===== config.mk =====
export PLATFORM = sky130hd
export DESIGN_NAME = grid_port_arbiter_flat
export DESIGN_NICKNAME = d
export VERILOG_FILES = /design/src/rtl/grid_pkg.sv /design/src/rtl/grid_port_arbiter_if.sv /design/src/rtl/rr_arbiter.sv /design/src/rtl/grid_port_arbiter.sv /design/src/flat_wrapper.sv
export SDC_FILE = /design/constraint.sdc
export NUM_CORES = 1
export LEC_CHECK = 0
export CORE_MARGIN = 4
export CORE_UTILIZATION = 41
export DETAILED_ROUTE_END_ITERATION = 12
export PLACE_DENSITY = 0.78
export SYNTH_ARGS = -nofsm -noshare
export SYNTH_HDL_FRONTEND = slang
export SYNTH_SLANG_ARGS = --single-unit

===== constraint.sdc =====
create_clock -name clk -period 2.9 [get_ports clk]
set_clock_uncertainty 0.05 [all_clocks]
set_input_delay 0.58 -clock clk [delete_from_list [all_inputs] [get_ports clk]]
set_output_delay 0.58 -clock clk [all_outputs]
set_load 0.02 [all_outputs]

===== src/rtl/grid_pkg.sv =====
// Shared grid definitions: cell function codes, default board geometry,
// the arbiter state type and a coordinate range helper.
package grid_pkg;

  localparam logic [3:0] CELL_EMPTY = 4'd0;
  localparam logic [3:0] CELL_HEAD  = 4'd1;
  localparam logic [3:0] CELL_BODY  = 4'd2;
  localparam logic [3:0] CELL_FOOD  = 4'd3;
  localparam logic [3:0] CELL_WALL  = 4'd4;

  localparam int GRID_W_DEF = 32;
  localparam int GRID_H_DEF = 24;
  localparam int XW_DEF     = 5;
  localparam int YW_DEF     = 5;

  typedef enum logic [1:0] {
    ST_IDLE    = 2'd0,
    ST_RD_WAIT = 2'd1
  } arb_state_t;

  function automatic logic in_grid(input int unsigned x, input int unsigned y,
                                   input int unsigned w, input int unsigned h);
    return (x < w) && (y < h);
  endfunction

endpackage


===== src/rtl/grid_port_arbiter_if.sv =====
// Requester-side and grid_register-side signals of the cell port arbiter.
interface grid_port_arbiter_if #(
  parameter int N_REQ = 2,
  parameter int XW    = 5,
  parameter int YW    = 5
);

  // Handshake: a requester raises req[i] with req_we/req_x/req_y/req_wdata
  // and holds them stable until it sees the one-cycle gnt[i] pulse; it may
  // drop or change them from the cycle after gnt. Reads return later as a
  // one-cycle rvalid[i] pulse qualifying the shared rdata. err[i] pulses with
  // gnt[i] when the coordinate is off the board.
  logic [N_REQ-1:0]    req;
  logic [N_REQ-1:0]    req_we;
  logic [N_REQ*XW-1:0] req_x;
  logic [N_REQ*YW-1:0] req_y;
  logic [N_REQ*4-1:0]  req_wdata;
  logic [N_REQ-1:0]    gnt;
  logic [N_REQ-1:0]    rvalid;
  logic [3:0]          rdata;
  logic [N_REQ-1:0]    err;

  logic                grid_we;
  logic                grid_re;
  logic [XW-1:0]       grid_x;
  logic [YW-1:0]       grid_y;
  logic [3:0]          grid_wdata;
  logic [3:0]          grid_rdata;

  modport master (
    output req, req_we, req_x, req_y, req_wdata, grid_rdata,
    input  gnt, rvalid, rdata, err,
    input  grid_we, grid_re, grid_x, grid_y, grid_wdata
  );

  modport slave (
    input  req, req_we, req_x, req_y, req_wdata, grid_rdata,
    output gnt, rvalid, rdata, err,
    output grid_we, grid_re, grid_x, grid_y, grid_wdata
  );

endinterface


===== src/rtl/rr_arbiter.sv =====
// Combinational round-robin pick: first eligible requester at or after ptr,
// wrapping around; reports the winner one-hot, as an index, and a valid flag.
module rr_arbiter
  import grid_pkg::*;
#(
  parameter int N  = 2,
  parameter int PW = 1
) (
  input  logic [N-1:0]  elig,
  input  logic [PW-1:0] ptr,
  output logic [N-1:0]  onehot,
  output logic [PW-1:0] idx,
  output logic          valid
);

  int cand;

  always_comb begin
    onehot = '0;
    idx    = '0;
    valid  = 1'b0;
    cand   = 0;
    for (int off = 0; off < N; off++) begin
      cand = int'(ptr) + off;
      if (cand >= N) cand = cand - N;
      if (!valid && elig[cand]) begin
        valid        = 1'b1;
        onehot[cand] = 1'b1;
        idx          = PW'(cand);
      end
    end
  end

endmodule


===== src/rtl/grid_port_arbiter.sv =====
// Round-robin arbiter sharing the single grid_register cell port between
// game requesters, with optional confinement of writes to vertical blanking.
module grid_port_arbiter
  import grid_pkg::*;
#(
  parameter int N_REQ        = 2,
  parameter int XW           = XW_DEF,
  parameter int YW           = YW_DEF,
  parameter int GRID_W       = GRID_W_DEF,
  parameter int GRID_H       = GRID_H_DEF,
  parameter int READ_LATENCY = 1,
  parameter int VBLANK_LOCK  = 1
) (
  input  logic       clk,
  input  logic       rst,
  input  logic       vblnk_in,
  grid_port_arbiter_if.slave bus,
  output arb_state_t dbg_state
);

  localparam int         PW      = (N_REQ > 1) ? $clog2(N_REQ) : 1;
  localparam logic [1:0] RL_LAST = 2'(READ_LATENCY);

  arb_state_t       state;
  logic [PW-1:0]    ptr;
  logic [PW-1:0]    owner;
  logic [1:0]       cnt;
  logic             rd_err;

  logic [N_REQ-1:0] gnt_q;
  logic [N_REQ-1:0] err_q;
  logic [N_REQ-1:0] rvalid_q;
  logic [3:0]       rdata_q;
  logic             grid_we_q;
  logic             grid_re_q;
  logic [XW-1:0]    grid_x_q;
  logic [YW-1:0]    grid_y_q;
  logic [3:0]       grid_wdata_q;

  logic [N_REQ-1:0] elig;
  logic [N_REQ-1:0] win_oh;
  logic [PW-1:0]    win_idx;
  logic             win_valid;

  logic             sel_we;
  logic [XW-1:0]    sel_x;
  logic [YW-1:0]    sel_y;
  logic [3:0]       sel_wdata;
  logic             sel_oor;
  logic [PW-1:0]    next_ptr;
  logic             rd_done;

  // The blanking lock only gates writes; a blocked write stays pending and
  // simply drops out of this cycle's search so reads behind it still win.
  always_comb begin
    elig = '0;
    for (int i = 0; i < N_REQ; i++) begin
      elig[i] = bus.req[i] && (!bus.req_we[i] || (VBLANK_LOCK == 0) || vblnk_in);
    end
  end

  rr_arbiter #(
    .N  (N_REQ),
    .PW (PW)
  ) u_rr (
    .elig   (elig),
    .ptr    (ptr),
    .onehot (win_oh),
    .idx    (win_idx),
    .valid  (win_valid)
  );

  always_comb begin
    sel_we    = bus.req_we[win_idx];
    sel_x     = bus.req_x[int'(win_idx)*XW +: XW];
    sel_y     = bus.req_y[int'(win_idx)*YW +: YW];
    sel_wdata = bus.req_wdata[int'(win_idx)*4 +: 4];
    sel_oor   = !in_grid(32'(sel_x), 32'(sel_y), GRID_W, GRID_H);
    next_ptr  = (int'(win_idx) == N_REQ - 1) ? '0 : win_idx + 1'b1;
    // Off-board reads never touch grid_register, so they answer immediately.
    rd_done   = rd_err ? (cnt == 2'd0) : (cnt == RL_LAST);
  end

  always_ff @(posedge clk or negedge rst) begin
    if (!rst) begin
      state        <= ST_IDLE;
      ptr          <= '0;
      owner        <= '0;
      cnt          <= '0;
      rd_err       <= 1'b0;
      gnt_q        <= '0;
      err_q        <= '0;
      rvalid_q     <= '0;
      rdata_q      <= '0;
      grid_we_q    <= 1'b0;
      grid_re_q    <= 1'b0;
      grid_x_q     <= '0;
      grid_y_q     <= '0;
      grid_wdata_q <= '0;
    end else begin
      gnt_q     <= '0;
      err_q     <= '0;
      rvalid_q  <= '0;
      grid_we_q <= 1'b0;
      grid_re_q <= 1'b0;
      case (state)
        ST_IDLE: begin
          if (win_valid) begin
            gnt_q <= win_oh;
            ptr   <= next_ptr;
            if (sel_oor) err_q <= win_oh;
            if (sel_we) begin
              if (!sel_oor) begin
                grid_we_q    <= 1'b1;
                grid_x_q     <= sel_x;
                grid_y_q     <= sel_y;
                grid_wdata_q <= sel_wdata;
              end
            end else begin
              if (!sel_oor) begin
                grid_re_q <= 1'b1;
                grid_x_q  <= sel_x;
                grid_y_q  <= sel_y;
              end
              owner  <= win_idx;
              rd_err <= sel_oor;
              cnt    <= '0;
              state  <= ST_RD_WAIT;
            end
          end
        end
        ST_RD_WAIT: begin
          if (rd_done) begin
            rvalid_q[owner] <= 1'b1;
            rdata_q         <= rd_err ? CELL_EMPTY : bus.grid_rdata;
            state           <= ST_IDLE;
          end else begin
            cnt <= cnt + 2'd1;
          end
        end
        default: state <= ST_IDLE;
      endcase
    end
  end

  assign bus.gnt        = gnt_q;
  assign bus.err        = err_q;
  assign bus.rvalid     = rvalid_q;
  assign bus.rdata      = rdata_q;
  assign bus.grid_we    = grid_we_q;
  assign bus.grid_re    = grid_re_q;
  assign bus.grid_x     = grid_x_q;
  assign bus.grid_y     = grid_y_q;
  assign bus.grid_wdata = grid_wdata_q;
  assign dbg_state      = state;

endmodule


===== src/flat_wrapper.sv =====
// flat-port wrapper written by rule: the top's interface ports become plain ports
module grid_port_arbiter_flat import grid_pkg::*;
#(
  parameter int N_REQ        = 2,
  parameter int XW           = XW_DEF,
  parameter int YW           = YW_DEF,
  parameter int GRID_W       = GRID_W_DEF,
  parameter int GRID_H       = GRID_H_DEF,
  parameter int READ_LATENCY = 1,
  parameter int VBLANK_LOCK  = 1
)
  (clk, rst, vblnk_in, dbg_state, bus_req, bus_req_we, bus_req_x, bus_req_y, bus_req_wdata, bus_grid_rdata, bus_gnt, bus_rvalid, bus_rdata, bus_err, bus_grid_we, bus_grid_re, bus_grid_x, bus_grid_y, bus_grid_wdata);
  grid_port_arbiter_if #(.N_REQ(N_REQ), .XW(XW), .YW(YW)) bus_i ();
  input  logic clk;
  input  logic rst;
  input  logic vblnk_in;
  output arb_state_t dbg_state;
  input wire logic [$bits(bus_i.req)-1:0] bus_req;
  input wire logic [$bits(bus_i.req_we)-1:0] bus_req_we;
  input wire logic [$bits(bus_i.req_x)-1:0] bus_req_x;
  input wire logic [$bits(bus_i.req_y)-1:0] bus_req_y;
  input wire logic [$bits(bus_i.req_wdata)-1:0] bus_req_wdata;
  input wire logic [$bits(bus_i.grid_rdata)-1:0] bus_grid_rdata;
  output wire logic [$bits(bus_i.gnt)-1:0] bus_gnt;
  output wire logic [$bits(bus_i.rvalid)-1:0] bus_rvalid;
  output wire logic [$bits(bus_i.rdata)-1:0] bus_rdata;
  output wire logic [$bits(bus_i.err)-1:0] bus_err;
  output wire logic [$bits(bus_i.grid_we)-1:0] bus_grid_we;
  output wire logic [$bits(bus_i.grid_re)-1:0] bus_grid_re;
  output wire logic [$bits(bus_i.grid_x)-1:0] bus_grid_x;
  output wire logic [$bits(bus_i.grid_y)-1:0] bus_grid_y;
  output wire logic [$bits(bus_i.grid_wdata)-1:0] bus_grid_wdata;
  assign bus_i.req = bus_req;
  assign bus_i.req_we = bus_req_we;
  assign bus_i.req_x = bus_req_x;
  assign bus_i.req_y = bus_req_y;
  assign bus_i.req_wdata = bus_req_wdata;
  assign bus_i.grid_rdata = bus_grid_rdata;
  assign bus_gnt = bus_i.gnt;
  assign bus_rvalid = bus_i.rvalid;
  assign bus_rdata = bus_i.rdata;
  assign bus_err = bus_i.err;
  assign bus_grid_we = bus_i.grid_we;
  assign bus_grid_re = bus_i.grid_re;
  assign bus_grid_x = bus_i.grid_x;
  assign bus_grid_y = bus_i.grid_y;
  assign bus_grid_wdata = bus_i.grid_wdata;
  grid_port_arbiter #(.N_REQ(N_REQ), .XW(XW), .YW(YW), .GRID_W(GRID_W), .GRID_H(GRID_H), .READ_LATENCY(READ_LATENCY), .VBLANK_LOCK(VBLANK_LOCK)) u_core (.clk(clk), .rst(rst), .vblnk_in(vblnk_in), .bus(bus_i), .dbg_state(dbg_state));
endmodule

### After elaboration in Yosys (flattened, before gate mapping)

Cells that the tools add are included.

* register bits after elaboration: 33

* $add $sub $neg: 5
* multipliers: 1
* magnitude comparators: 10
* eq/ne operators: 6
* shifts and indexed selects: 3
* mux-type cells: 47
* bitwise gates (word level): 2
* reductions and logical operators: 22

Operators with widths (number)
* $ge A32 B1 Y1 const B: 2
* $lt A32 B3 Y1 const B: 2
* $mux W32: 2
* $shiftx A10 B32 Y5: 2
* $mux W2: 15
* $mux W1: 24
* $reduce_and A3 Y1: 3
* $pmux W2 S2: 2
* $reduce_and A4 Y1: 2
* $shiftx A8 B4 Y4: 1
* $logic_and A1 B1 Y1: 6
* $ne A2 B2 Y1 const B: 3
* $lt A5 B5 Y1 const B: 1
* $eq A2 B1 Y1 const B: 2
* $logic_not A1 Y1: 4
* $logic_not A2 Y1: 2
* $lt A1 B2 Y1 const B: 2
* $mul A1 B3 Y4 const B: 1
* $mux W4: 1
* $reduce_and A2 Y1: 2
* $demux W1 S1: 3
* $sub A1 B2 Y3 const B: 1
* $sub A2 B2 Y3 const B: 1
* $add A1 B1 Y2 const B: 1
* 10 further kinds: 11

### Logic depth before layout (Yosys ltp)

Gate-level depths: netlist of run 1.

* depth after elaboration: 17
* depth in mapped cells: 7
* mapped depth without buffers: 6

### Modules after synthesis

Synthesis of run 1 repeated with hierarchy kept, for this count alone.

* cell total of the unflattened synthesis: 125
* area, all modules: 1508.9 um^2

By module, submodules not included
* grid_port_arbiter: instances 1, cells an instance 120, area an instance 1476.4 um^2, seq. area each 800.8 um^2
* rr_arbiter: instances 1, cells an instance 5, area an instance 32.5 um^2, seq. area each 0.0 um^2

### Worst setup path before layout of run 1

No wires, ideal clock.

* path type: input-to-reg
* start point: input port bus_req[1]
* end point: register u_core.grid_wdata_q[0] (netlist: u_core.bus.grid_wdata[0])
* arrival: 2.125 ns
* path slack: 0.597 ns
* stages on the path: 6
* path buffers: 2
* path through: clkbuf_1 -> o211ai_4 -> a2111oi_4 -> and2b_1 -> buf_4 -> mux2_1

* cells in the longest elaborated chain, start to end: 12

Ends and longest elaborated chain
* from (decl): line flat_wrapper.sv:18 `input wire logic [$bits(bus_i.req)-1:0] bus_req;`
* $logic_and A1 B1 Y1 (*): line grid_port_arbiter.sv:58 `elig[i] = bus.req[i] && (!bus.req_we[i] || (VBLANK_LOCK == 0) || vblnk_in);`
* $mux W1 (implied by the code) (3 in series): line rr_arbiter.sv:26 `if (!valid && elig[cand]) begin`
* $mux W1: line rr_arbiter.sv:26
* $logic_not A1 Y1: line rr_arbiter.sv:26
* $logic_and A1 B1 Y1: line rr_arbiter.sv:26
* $mux W1: line rr_arbiter.sv:26
* $mul A1 B3 Y4: line grid_port_arbiter.sv:76 `sel_y = bus.req_y[int'(win_idx)*YW +: YW];`
* $shiftx A10 B32 Y5: line grid_port_arbiter.sv:76
* $lt A5 B5 Y1: line grid_pkg.sv:23 `return (x < w) && (y < h);`
* $reduce_and A4 Y1 (no line)
* to (signal assigned): line grid_port_arbiter.sv:117 `grid_wdata_q <= sel_wdata;`
* to (decl): line grid_port_arbiter.sv:38 `logic [3:0] grid_wdata_q;`

Every way passes the cells marked *; elsewhere a longest branch is shown, timed or not. The select of a mux whose other input is x is not followed.
A chain may end at the register's enable or synchronous reset.

### Worst setup path in the final report of run 1

* start point: input port vblnk_in
* end point: register u_core.grid_wdata_q[2] (netlist: u_core.bus.grid_wdata[2])

* cells in the longest elaborated chain, start to end: 13

Ends and longest elaborated chain
* from (decl): line flat_wrapper.sv:16 `input logic vblnk_in;`
* $logic_or A1 B1 Y1: line grid_port_arbiter.sv:58
* $logic_and A1 B1 Y1: line grid_port_arbiter.sv:58
* $mux W1 (implied by the code) (3 in series): line rr_arbiter.sv:26
* $mux W1: line rr_arbiter.sv:26
* $logic_not A1 Y1: line rr_arbiter.sv:26
* $logic_and A1 B1 Y1: line rr_arbiter.sv:26
* $mux W1: line rr_arbiter.sv:26
* $mul A1 B3 Y4: line grid_port_arbiter.sv:76
* $shiftx A10 B32 Y5: line grid_port_arbiter.sv:76
* $lt A5 B5 Y1: line grid_pkg.sv:23
* $reduce_and A4 Y1 (no line)

Several ways; a longest one is shown, not always the timed one. The select of a mux whose other input is x is not followed.

==> flow_metrics.tcl, run 1 <==
set metrics [dict create \
    numCtsBuffers 5 \
    yosys.cell_types.count 34 \
    overflow 0 \
    firstDrtPassIters 4 \
    cts_root_buf "clkbuf_8" \
    vias 1310 \
    drt_iter0_drc 56 \
    avgSynthCellArea_um2 10.83 \
    ys_ff_latch 32 \
    yosysSeqAreaShare_pct 52.42 \
    synth_top_family_by_area "compound AO/OA/AOI/OAI gates" \
    layout-drive-gt1-share_pct 10.43 \
    setup_viol 0 \
    muxShareOfSynthArea_pct 13.19 \
    area_growth_pct 52.01 \
    cts_tree "yes" \
    coreArea_um2 3468 \
    synth_top_cell_by_area "dfrtp_1" \
    grt_start_max_net_pins 33 \
    max_stage_delay_ps 580 \
    synth_edf_count 0 \
    portBuffers 65 \
    setup_ws_ps 430.9 \
    holdCritStartpoint "u_core.owner" \
    run_status "completed" \
    cts_max_level 2 \
    fin_crit_ps 2469 \
    num_antenna_cells 0 \
    synth-simple-area-share_pct 14.17 \
    ys_async_sr_fraction_pct 100.0 \
    pwr_density_cell_nw_per_um2 886.0 \
    synth_ff_type "dfrtp_1" \
    drc 0 \
    crit_required_ps 3020 \
    fin_tns_setup_ps 0 \
    hold_violations 0 \
    grt_pass1_vias 1460 \
    fin_cells 257 \
    viasPerCell 5.097 \
    design.portCount 67 \
    cp-startpoint "vblnk_in" \
    initial_core_util_pct 44.05 \
    path_cells "clkdlybuf4s50_1, or2b_1, a22oi_2, a2111oi_4, and2b_1, mux2_1" \
    clock_latency_ps 280 \
    die_w_um 69.04 \
    yosysTopAreaCellShare_pct 52.42 \
    netlist_instances 141 \
    worst_hold_path.num_cells 1 \
    startpoint_type "primary input" \
    multi_input_area_um2 675.6 \
    synthesis.area_um2 1528 \
    synthAdderAreaFrac_pct 1.638 \
    die_area_um2 4767 \
    post_cts_buffers 0 \
    r2r_end "u_core.bus.grid_wdata[2]" \
    r2r-start "u_core.ptr" \
    synth_common_cells "dfrtp_1 (32), a21oi_1 (17), nor2_1 (15)" \
    syn_nets 182 \
    maxCapViolations 0 \
    hold_end "u_core.bus.rvalid[0]" \
    std_cell_rows 21 \
    critical_path_class "in -> reg" \
    die_h_um 69.04 \
    dpl_worst_slack_ps 146.9 \
    wl_um 3853 \
    synth_compound_area_share_pct 14.99 \
    end_kind "flop" \
    seq_area_um2 800.8 \
    cp.arrival_ps 2590 \
    drtAntennaViolNets 0 \
    reg2reg_slack_ps 840 \
    grt_antenna_before_repair 0 \
    nets 251 \
    hold_buffers 0 \
    wire_per_inst_um 14.99 \
    detailed_place_hpwl_um 3019 \
    cts_resized 0 \
    critPathSlowestCell "clkdlybuf4s50_1" \
    dp_cells 249 \
    fill_cells 292 \
    ir_worst_vdd_mv 0.4945 \
    cts.clk_slew.worst_paths_ps 70 \
    worstPathMaxFanout 6 \
    rsz0062_at_grt "no" \
    clockBufferDepth 2 \
    holdCritPathClass "reg -> reg" \
    drv_slew 0 \
    grt_usage_pct 17.36 \
    grt_pass1_wl_um 6665 \
    globalplace.congestion 0.8182 \
    synthXorXnorAreaFrac_pct 0 \
    leakage_nw 1.013 \
    yosysWarnings 0 \
    layout_worst_path_cycle_share_pct 85.14 \
    ys_top_cells_by_area "dfrtp_1 (52%), mux2i_1 (6.6%), a21oi_1 (5.6%)" \
    synth_most_common_cell "dfrtp_1" \
    clock_sinks 32 \
    fmax_mhz 405.0 \
    final_core_util_pct 66.96 \
    worst_r2r_path_depth 5 \
]
## flip-flops by register name, indices dropped and copies added (netlist names)
name / flops
u_core.dbg_state: 1
u_core.rd_err: 1
u_core.bus.grid_x: 5
u_core.cnt: 2
u_core.bus.grid_wdata: 4
u_core.bus.rvalid: 2
u_core.ptr: 1
u_core.bus.rdata: 4
u_core.bus.grid_re: 1
u_core.bus.grid_y: 5
u_core.bus.err: 2
u_core.bus.grid_we: 1
u_core.owner: 1
u_core.bus.gnt: 2
## how the worst max path moves through the flow
stage	end	slack, ps
detailed placement	u_core.bus.grid_wdata[2]	150
CTS	u_core.bus.grid_wdata[2]	450
global route	u_core.bus.grid_wdata[2]	370
finish	u_core.bus.grid_wdata[2]	430
global placement	u_core.bus.grid_wdata[1]	270
floorplan	u_core.bus.grid_wdata[0]	600
## kinds of logic after synthesis
| logic type | Yosys count |
|---|---|
| buf+inv | 11 |
| mux | 19 |
| other cells | 1 |
| compound gates | 33 |
| simple gates | 43 |
| fa+ha+maj | 2 |
| flops | 32 |
## power breakdown
part / switching [W] / internal (W)
Sequential: 0.000127 / 0.000627
Combinational: 0.000487 / 0.000467
Clock: 0.000160 / 0.000189
## final cells by class
cell class | instances | share of cell area [%]
clock buffers | 6 | 3.556
clock inverters | 2 | 0.4310
well taps | 46 | 2.478
inverters | 4 | 0.6466
flip-flops and latches | 32 | 34.48
multi-input cells | 98 | 29.09
repair buffers | 69 | 29.31
## worst max-delay path, delay by kind of cell
family	cells	cell delay [ps]
buffers and inverters	1	580
and+or+nand+nor	2	550
AOI/OAI and AO/OA	2	520
muxes	1	350
## per-layer routing
layer / part of all wire, % / up-vias / track usage, %
met5: 0 / - / 0
met4: 2.3 / 0 / 8.677
met3: 5.7 / 10 / 5.087
met2: 54 / 49 / 31.89
met1: 38 / 627 / 17.63
li1: - / 624 / -
## per-stage QoR
step	total power, W	hold slack (ps)	cell area, µm²
6_report	0.002057	425.6	2322
5_1_grt	0.002204	452.7	2322
4_1_cts	0.002088	429.4	2322
3_5_place_dp	0.001723	417.8	2230
3_3_place_gp	0.001681	417.9	2230
2_1_floorplan	0.001264	234.4	1528
## layout by cell type, fill, tap and decap left out
master	instances
o211ai_4	1
mux2i_1	10
and2_1	4
and3_1	1
mux2_2	5
o21ai_1	1
o2111a_1	1
a2111oi_4	1
nand3_1	3
o21ai_0	7
buf_4	4
nand2_1	8
or2b_1	1
dfrtp_1	32
clkinv_2	2
nand2b_1	5
mux2_1	4
conb_1	1
nor2b_1	1
inv_1	4
nor3b_1	1
ha_1	2
a311oi_1	1
a22oi_2	1
nor2b_2	1
a22oi_1	1
nor2_1	15
clkdlybuf4s50_1	65
nand4_1	1
clkbuf_8	6
a21oi_1	17
nand2b_2	1
o31ai_1	1
o21a_1	1
and2b_1	1
Power figures use the tool's default switching activity.
==> inputs of run 2 (changes only) <==
--- a/config.mk
+++ b/config.mk
@@ -5,6 +5,7 @@
 export SDC_FILE = /design/constraint.sdc
 export NUM_CORES = 1
 export LEC_CHECK = 0
+export ABC_AREA = 0
 export CORE_MARGIN = 4
 export CORE_UTILIZATION = 41
 export DETAILED_ROUTE_END_ITERATION = 12
==> results of run 2 <==
Final layout, timing and power as in run 1 (identical DEF).
